$ cat config.mk
export PLATFORM = sky130hd
export DESIGN_NAME = id_ex_stage_reg
export DESIGN_NICKNAME = d
export VERILOG_FILES = /design/src/rtl/id_ex_stage_reg.sv
export SDC_FILE = /design/constraint.sdc
export NUM_CORES = 1
export LEC_CHECK = 0
export CAP_MARGIN = 25
export CELL_PAD_IN_SITES_DETAIL_PLACEMENT = 0
export CELL_PAD_IN_SITES_GLOBAL_PLACEMENT = 1
export CORE_AREA = 2 2 127 129
export CTS_CLUSTER_SIZE = 25
export DETAILED_ROUTE_END_ITERATION = 7
export DIE_AREA = 0 0 129 131
export DONT_BUFFER_PORTS = 1
export PLACE_DENSITY_LB_ADDON = 0.1
export RECOVER_POWER = 50
export SYNTH_ARGS = -nofsm -noshare
export SYNTH_HDL_FRONTEND = slang
export SYNTH_SLANG_ARGS = --single-unit
$ cat constraint.sdc
create_clock -name Clk -period 2.35 [get_ports Clk]
set_input_delay 0.3525 -clock Clk [delete_from_list [all_inputs] [get_ports Clk]]
set_output_delay 0.3525 -clock Clk [all_outputs]
set_load 0.005 [all_outputs]
$ cat src/rtl/id_ex_stage_reg.sv
// ID/EX pipeline register: 1-cycle copy of ID fields with stall hold and flush bubble.
// Optional IDEX_STATS_EN adds saturating bubble/stall/issue counters.
module id_ex_stage_reg #(
  parameter int DATA_W  = 32,
  parameter int REG_W   = 5,
  parameter int ALUOP_W = 4
) (
  input  logic               Clk,
  input  logic               Reset,
  input  logic               Stall,
  input  logic               Flush,
  input  logic               ID_Valid,
  input  logic [DATA_W-1:0]  ID_PCPlus4,
  input  logic [DATA_W-1:0]  ID_ReadData1,
  input  logic [DATA_W-1:0]  ID_ReadData2,
  input  logic [DATA_W-1:0]  ID_Imm,
  input  logic [REG_W-1:0]   ID_Rs,
  input  logic [REG_W-1:0]   ID_Rt,
  input  logic [REG_W-1:0]   ID_Rd,
  input  logic [REG_W-1:0]   ID_Shamt,
  input  logic               ID_RegWrite,
  input  logic               ID_MemRead,
  input  logic               ID_MemWrite,
  input  logic               ID_MemToReg,
  input  logic               ID_ALUSrc,
  input  logic [1:0]         ID_RegDst,
  input  logic [ALUOP_W-1:0] ID_ALUOp,
  output logic               EX_Valid,
  output logic [DATA_W-1:0]  EX_PCPlus4,
  output logic [DATA_W-1:0]  EX_ReadData1,
  output logic [DATA_W-1:0]  EX_ReadData2,
  output logic [DATA_W-1:0]  EX_Imm,
  output logic [REG_W-1:0]   EX_Rs,
  output logic [REG_W-1:0]   EX_Rt,
  output logic [REG_W-1:0]   EX_Rd,
  output logic [REG_W-1:0]   EX_Shamt,
  output logic               EX_RegWrite,
  output logic               EX_MemRead,
  output logic               EX_MemWrite,
  output logic               EX_MemToReg,
  output logic               EX_ALUSrc,
  output logic [1:0]         EX_RegDst,
  output logic [ALUOP_W-1:0] EX_ALUOp
`ifdef IDEX_STATS_EN
  ,
  output logic [31:0]        StatBubbles,
  output logic [31:0]        StatStalls,
  output logic [31:0]        StatIssued
`endif
);

  logic               r_valid;
  logic [DATA_W-1:0]  r_pc4, r_rd1, r_rd2, r_imm;
  logic [REG_W-1:0]   r_rs, r_rt, r_rd, r_shamt;
  logic               r_regwr, r_memrd, r_memwr, r_m2r, r_alusrc;
  logic [1:0]         r_regdst;
  logic [ALUOP_W-1:0] r_aluop;

  always_ff @(posedge Clk) begin
    if (Reset || Flush) begin
      r_valid  <= 1'b0;
      r_pc4    <= '0;
      r_rd1    <= '0;
      r_rd2    <= '0;
      r_imm    <= '0;
      r_rs     <= '0;
      r_rt     <= '0;
      r_rd     <= '0;
      r_shamt  <= '0;
      r_regwr  <= 1'b0;
      r_memrd  <= 1'b0;
      r_memwr  <= 1'b0;
      r_m2r    <= 1'b0;
      r_alusrc <= 1'b0;
      r_regdst <= '0;
      r_aluop  <= '0;
    end else if (!Stall) begin
      r_pc4   <= ID_PCPlus4;
      r_rd1   <= ID_ReadData1;
      r_rd2   <= ID_ReadData2;
      r_imm   <= ID_Imm;
      r_rs    <= ID_Rs;
      r_rt    <= ID_Rt;
      r_rd    <= ID_Rd;
      r_shamt <= ID_Shamt;
      // An invalid slot still carries data but can never cause side effects
      r_valid  <= ID_Valid;
      r_regwr  <= ID_Valid & ID_RegWrite;
      r_memrd  <= ID_Valid & ID_MemRead;
      r_memwr  <= ID_Valid & ID_MemWrite;
      r_m2r    <= ID_Valid & ID_MemToReg;
      r_alusrc <= ID_Valid & ID_ALUSrc;
      r_regdst <= ID_Valid ? ID_RegDst : 2'b00;
      r_aluop  <= ID_Valid ? ID_ALUOp : '0;
    end
  end

  assign EX_Valid     = r_valid;
  assign EX_PCPlus4   = r_pc4;
  assign EX_ReadData1 = r_rd1;
  assign EX_ReadData2 = r_rd2;
  assign EX_Imm       = r_imm;
  assign EX_Rs        = r_rs;
  assign EX_Rt        = r_rt;
  assign EX_Rd        = r_rd;
  assign EX_Shamt     = r_shamt;
  assign EX_RegWrite  = r_regwr;
  assign EX_MemRead   = r_memrd;
  assign EX_MemWrite  = r_memwr;
  assign EX_MemToReg  = r_m2r;
  assign EX_ALUSrc    = r_alusrc;
  assign EX_RegDst    = r_regdst;
  assign EX_ALUOp     = r_aluop;

`ifdef IDEX_STATS_EN
  logic [31:0] r_bub, r_stl, r_iss;
  logic        w_bub_inc, w_stl_inc, w_iss_inc;

  assign w_bub_inc = Flush | (!Stall & !ID_Valid);
  assign w_stl_inc = !Flush & Stall;
  assign w_iss_inc = !Flush & !Stall & ID_Valid;

  // Counters saturate rather than wrap
  always_ff @(posedge Clk) begin
    if (Reset) begin
      r_bub <= '0;
      r_stl <= '0;
      r_iss <= '0;
    end else begin
      if (w_bub_inc && r_bub != '1) r_bub <= r_bub + 32'd1;
      if (w_stl_inc && r_stl != '1) r_stl <= r_stl + 32'd1;
      if (w_iss_inc && r_iss != '1) r_iss <= r_iss + 32'd1;
    end
  end

  assign StatBubbles = r_bub;
  assign StatStalls  = r_stl;
  assign StatIssued  = r_iss;
`endif

endmodule

# Word-level counts from Yosys, hierarchy flattened
# Index checks and enable logic that the tools add are counted.
[classes] n_mux=2 reduce_logical=1 n_bitwise=5
[ops] cell="$and A1 B1 Y1" n=5
[ops] cell="$mux W4" n=1
[ops] cell="$mux W2" n=1
[ops] cell="$logic_or A1 B1 Y1" n=1
[word_totals] inputBits=164 ff_bits=160 out_inout_bits=160 wordCells=24

# Logic depth before layout (Yosys ltp)
# Gate-level depths: netlist of the first run.
[logic_depth] depth_word=1 depth_mapped=5 depth_no_buf=2

# Least setup slack after synthesis of the first run
# No wires, ideal clock.
[synth_path] path_kind="input to register" start="input port Flush" end="register r_imm[16], in the netlist EX_Imm[16]" path_buffers=3 setup_slack_ns=1.221 setup_ns=0.062 arrival_time_ns=1.066 cell_stages=5 required_time_ns=2.288 path_cell_list="or2_1 -> buf_6 -> buf_6 -> buf_6 -> nor2_2"
[synth_via] elab_chain_cells=1
[synth_lines] element="from (decl)" line_no="11" source="input logic Flush,"
[synth_lines] element="$logic_or A1 B1 Y1" line_no="60" source="if (Reset || Flush) begin"
[synth_lines] element="to (signal assigned)" line_no="81" source="r_imm <= ID_Imm;"
[synth_lines] element="to (decl)" line_no="53" source="logic [DATA_W-1:0] r_pc4, r_rd1, r_rd2, r_imm;"
# No other way between the ends.
# A chain may end at the register's enable or synchronous reset.

# Worst setup path after layout of the first run
[layout_path] start="input port Flush" end="register r_rd2[22], in the netlist EX_ReadData2[22]"
[layout_via] elab_chain_cells=1
[layout_lines] element="$logic_or A1 B1 Y1" line_no="60"
[layout_lines] element="to (signal assigned)" line_no="80" source="r_rd2 <= ID_ReadData2;"
[layout_lines] element="to (decl)" line_no="53"
# No other way between the ends.

==> metrics.txt, run 1 <==
slowest stage cell, crit path=clkbuf_2; sequential power share=0.498; Die Width=129 um; Clock transition at path regs=around 0.06 ns; worst r2r src=EX_PCPlus4[21]$_SDFFE_PP0N_; Area Overhead vs Synth=9.90%; Sw Share=0.212; post-route ant nets=0; R2R setup slack=around 1.6 ns; via count=3543; total grt overflow=0; status=completed; worst path bufs/invs=1; routed wire length=about 14000 um; CTS tree=yes; post-route insts no fill=~740; CTS resizes=0; gpl congestion=0.742; Net Switching=0.00122 W; synthesized flop and latch total=160; CP max FO=56; global-route wire length before repair=18700 um; final cycle utilization of the critical path=0.626; DRC=0; final setup fails=0; Num CTS Buffers=17; antenna cells=0; Mapped Nets=694; most common cell after layout, fill and taps aside=dfxtp_1; H-tree levels=4; placed cells=712; placed cell area=5820 um^2; Yosys top cell by area=dfxtp_1; clock sink count=160; row count=46; Final Hold Viols=0; worst reg2reg endpoint=EX_PCPlus4[21]$_SDFFE_PP0N_; Initial Util=0.370; Slew headroom=0.238; GRT Total Usage=0.150; Setup CP Type=in -> reg; RSZ-0062 raised after global routing=false; Startpoint Class=input port; Comb pwr share=0.043; worst min path class=in -> reg; drt via density=4.77; Ports=324; hold path startpoint=ID_Rt[3]; Max stage delay on crit path=around 0.91 ns; fill count=1505; routed len/inst=18.3 um; vias in the first global route=between 3000 and 4000; Clock Power Share=0.459; worst hold path endpoint=EX_Rt[3]$_SDFFE_PP0N_; final worst path period need=between 1 and 1.5 ns; Reg2Reg Depth=2; Synth area leaders=dfxtp_1 55%, mux2i_1 26%, nor2_1 8.4%; setup repair bufs after CTS=0; Hold WS=0.0845 ns; sequence of cells on the critical path=or2_4 -> clkbuf_2 -> nor2_1; Fin Setup TNS=0 ns; Layout Nets=679; clk_skew=0 ns; hold buffer count at cts=0; Max Cap Viol=0; fin area=6350 um^2; core area=~16000 um^2; Leak=2.69 nW; Worst-Skew Late Latency=0.41 ns; synth warn=0; Worst Setup End Kind=flip-flop; most frequent cells in the layout=160 x dfxtp_1, 149 x mux2i_1, 137 x nor2_1, 17 x clkbuf_16, 12 x nor2_2; drt pass-1 iters=4; Root Driver=clkbuf_16; actual slew at the worst max-slew pin=1.14 ns; Synth top area share=0.554; Peak VDD IR=447 uV; Die H=approximately 130 um; Mapped Area=5780 um^2; initial antenna violation count=0; hold path depth=2; I/O Buffers=0; register area share after synthesis=0.554; Initial DRC Count=121; layout cells sized above 1=0.0816; largest net degree at the start of global routing=172; Fmax=0.680 GHz; delay-heaviest family, CP=buffers and inverters; Die Area=16900 um^2; HPWL after DPL=9700 um; internal power=0.00456 W; total power=0.00578 W; CTS Buffer Depth=2; Crit path arrival time=1.72 ns; Req. time, crit path=2.59 ns; fin. max-slew vios=0; synthesized instance count=530; Unique masters post-synth=12; PwrDens=910 nW/um^2; syn_area_per_cell=around 11 um^2
## area by class of cell
cell class	instances	area, um^2	area share
sequential	160	3200	0.505
multi-input combinational	332	2270	0.357
clock buffer	22	464	0.0731
tap	216	270	0.0426
clock inverter	9	110	0.0173
timing repair buffer	4	32.5	0.00512
## worst max-delay path by stage
stage	start	to	slack, ns	depth (start not counted)
2_1_floorplan	Flush	EX_Imm[16]$_SDFFE_PP0N_	1.22	5
3_3_place_gp	Flush	EX_PCPlus4[12]$_SDFFE_PP0N_	1.13	3
3_5_place_dp	Flush	EX_Imm[0]$_SDFFE_PP0N_	1.11	3
4_1_cts	EX_Imm[28]$_SDFFE_PP0N_	EX_Imm[28]	1.14	0
5_1_grt	Flush	EX_ReadData2[10]$_SDFFE_PP0N_	0.77	3
6_report	Flush	EX_ReadData2[22]$_SDFFE_PP0N_	0.88	3
## metrics by stage
stage | utilization | setup WS, ns
floorplan | - | 1.22
global placement | 0.373 | 1.13
detailed placement | 0.373 | 1.11
CTS | 0.410 | 1.14
global route | 0.407 | 0.769
finish | 0.407 | 0.879
## flip-flops by register name, summed over array words and instances (netlist names), 2 cells and up
register and flops:
EX_ReadData2 32, EX_PCPlus4 32, EX_RegDst 2, EX_Shamt 5
EX_Rs 5, EX_Rt 5, EX_ALUOp 4, EX_Imm 32
EX_Rd 5, EX_ReadData1 32
## Yosys cell counts, drive strengths merged
cell type and instances:
mux2i 149, nor2 149, dfxtp 160, or2 1, buf 30, nand3b 11
clkbuf 8, a21oi 11, nand2 11
## cells by family after synthesis
family | share of synthesized area
AND/OR/NAND/NOR | 0.128
flip-flops | 0.554
AO/OA/AOI/OAI | 0.00953
multiplexers | 0.258
buffers and inverters | 0.0498
## power groups by stage
stage | logic (W) | clock network, W | registers [W]
finish | 0.000250 | 0.00265 | 0.00288
global route | 0.000278 | 0.00288 | 0.00289
CTS | 0.000261 | 0.00274 | 0.00288
detailed placement | 0.000263 | 0 | 0.00294
global placement | 0.000253 | 0 | 0.00294
floorplan | 0.000318 | 0 | 0.00291
## metal layers
metal | vias up | global-route usage | share of wire
met5 | - | 0 | 0
met4 | 0 | 0.0601 | 0.015
met3 | 15 | 0.0924 | 0.13
met2 | 213 | 0.256 | 0.51
met1 | 1588 | 0.147 | 0.35
li1 | 1727 | - | -
## worst reg2reg max path, stage by stage, from the launching register on
cell     delay, ns
dfxtp_1       0.35
mux2i_1       0.16
nor2_1        0.05
No activity file was read; power rests on OpenSTA's default activity.
==> inputs of run 2 (changes only) <==
--- a/config.mk
+++ b/config.mk
@@ -5,6 +5,7 @@
 export SDC_FILE = /design/constraint.sdc
 export NUM_CORES = 1
 export LEC_CHECK = 0
+export ABC_AREA = 1
 export CAP_MARGIN = 25
 export CELL_PAD_IN_SITES_DETAIL_PLACEMENT = 0
 export CELL_PAD_IN_SITES_GLOBAL_PLACEMENT = 1
==> constraint.sdc (replaced) <==
create_clock -name Clk -period 1.25 [get_ports Clk]
set_input_delay 0.1875 -clock Clk [delete_from_list [all_inputs] [get_ports Clk]]
set_output_delay 0.1875 -clock Clk [all_outputs]
set_load 0.005 [all_outputs]
==> run 2 against run 1 <==
Compared with the run above: the run now fails in clock tree synthesis (4_1_cts); synthesized cell count increased by 31%; synthesized area up 2.8%.
==> metrics.txt, run 2 <==
Last stage=clock tree synthesis (4_1_cts); Post-synth ARST share=0 (unchanged); synthesized flop and latch total=160 (unchanged); Yosys top cell by area=dfxtp_1; CTS Buffer Depth=2 (unchanged); Synth Flop Type=dfxtp_1; synth warn=0 (unchanged); H-tree levels=4 (unchanged); status=stopped before the end; EDFF count, synth=0 (unchanged); Die Width=129 um (unchanged); Halt Reason=[ERROR RSZ-0060] Max buffer count reached.; row count=46 (unchanged); most frequent cell after synthesis=nand2_1; register area share after synthesis=0.539 (-0.0151); clock sink count=160 (unchanged); Unique masters post-synth=12 (unchanged); Synth top area share=0.539 (-0.0151); I/O Buffers=0 (unchanged); Root Driver=clkbuf_16; Synth area leaders=dfxtp_1 54%, nand2_1 20%, a21oi_2 15%; commonest cells in the synthesized netlist=309 x nand2_1, 160 x dfxtp_1, 100 x a21oi_2, 60 x a21oi_1, 27 x buf_2; CTS resizes=0 (unchanged); Initial Util=0.381 (+0.0103); Die H=131 um (unchanged); setup repair bufs after CTS=0 (unchanged); HPWL after DPL=11000 um (+14%); syn_area_per_cell=8.53 um^2 (-22%); Mapped Nets=860 (+24%); Mapped Area=5940 um^2 (+2.8%); hold buffer count at cts=180 (+180); Num CTS Buffers=17 (unchanged); placed cell area=6020 um^2 (+3.5%); synthesized instance count=696 (+31%); Ports=324 (unchanged); gpl congestion=0.734 (-1.0%)
-- run 2: cell types whose count changed after synthesis, moves of 20 or more --
cell	previous run	this run
a21oi_1	11	60
a21oi_2	0	100
mux2i_1	149	0
nand2_1	11	309
nor2_1	129	0
nor2_2	20	0
-- run 2: cell families after synthesis --
kind of cell / after synthesis / share of synthesized area
flip-flops: 160 / 0.539
AND/OR/NAND/NOR: 321 / 0.206
buffers and inverters: 55 / 0.0569
AO/OA/AOI/OAI: 160 / 0.198
-- run 2: metrics by stage --
| stage | hold WS, ns | cells | worst slack [ns] |
|---|---|---|---|
| after floorplan | 0.331 | 696 | 0.285 |
| after global placement | 0.335 | 867 | 0.283 |
| after detailed placement | 0.339 | 867 | 0.267 |
==> inputs of run 3 (changes only) <==
==> config.mk (replaced) <==
export PLATFORM = sky130hd
export DESIGN_NAME = id_ex_stage_reg
export DESIGN_NICKNAME = d
export VERILOG_FILES = /design/src/rtl/id_ex_stage_reg.sv
export SDC_FILE = /design/constraint.sdc
export NUM_CORES = 1
export LEC_CHECK = 0
export ABC_AREA = 1
export CAP_MARGIN = 25
export CORE_AREA = 2 2 158 160
export DETAILED_ROUTE_END_ITERATION = 7
export DIE_AREA = 0 0 160 162
export DONT_BUFFER_PORTS = 1
export PLACE_DENSITY_LB_ADDON = 0.15
export RECOVER_POWER = 50
export SYNTH_ARGS = -nofsm -noshare
export SYNTH_HDL_FRONTEND = slang
export SYNTH_SLANG_ARGS = --single-unit
==> constraint.sdc (replaced) <==
create_clock -name Clk -period 1.6 [get_ports Clk]
set_input_delay 0.24 -clock Clk [delete_from_list [all_inputs] [get_ports Clk]]
set_output_delay 0.24 -clock Clk [all_outputs]
set_load 0.005 [all_outputs]
==> run 3 against run 2 <==
Compared with the run above: the run again fails in clock tree synthesis (4_1_cts); synthesized cell count unchanged; synthesized area unchanged.
==> metrics.txt, run 3 <==
status=stopped before the end; Last stage=clock tree synthesis (4_1_cts); Halt Reason=[ERROR RSZ-0060] Max buffer count reached.; HPWL after DPL=11600 um (+5.0%); CTS resizes=0 (unchanged); H-tree levels=4 (unchanged); Post-synth ARST share=0 (unchanged); Root Driver=clkbuf_16; EDFF count, synth=0 (unchanged); setup repair bufs after CTS=0 (unchanged); placed cell area=6210 um^2 (+3.1%); clock sink count=160 (unchanged); Synth Flop Type=dfxtp_1; Num CTS Buffers=17 (unchanged); Die Width=160 um (+24%); Unique masters post-synth=12 (unchanged); Synth area leaders=dfxtp_1 54%, nand2_1 20%, a21oi_2 15%; hold buffer count at cts=204 (+13%); most frequent cell after synthesis=nand2_1; Yosys top cell by area=dfxtp_1; Place WS=0.406 ns (+0.139 ns); synth warn=0 (unchanged); synthesized flop and latch total=160 (unchanged); I/O Buffers=0 (unchanged); syn_area_per_cell=8.53 um^2 (unchanged); Mapped Nets=860 (unchanged); Die H=162 um (+24%); synthesized instance count=696 (unchanged); Ports=324 (unchanged); Mapped Area=5940 um^2 (unchanged); Initial Util=0.246 (-0.134); row count=57 (+24%); register area share after synthesis=0.539 (unchanged); CTS Buffer Depth=2 (unchanged); commonest cells in the synthesized netlist=309 x nand2_1, 160 x dfxtp_1, 100 x a21oi_2, 60 x a21oi_1, 27 x buf_2; gpl congestion=0.809 (+10%); Synth top area share=0.539 (unchanged)
-- run 3: cell counts after synthesis --
No cell type changed its count.
-- run 3: logic make-up after synthesis --
family,count (synthesis),synth area share
AO/OA/AOI/OAI,160,0.198
buffers and inverters,55,0.0569
flip-flops,160,0.539
AND/OR/NAND/NOR,321,0.206
-- run 3: stage by stage --
step / util / std cells / hold slack, ns
after floorplan: - / 696 / 0.384
after global placement: 0.258 / 982 / 0.386
after detailed placement: 0.258 / 982 / 0.391
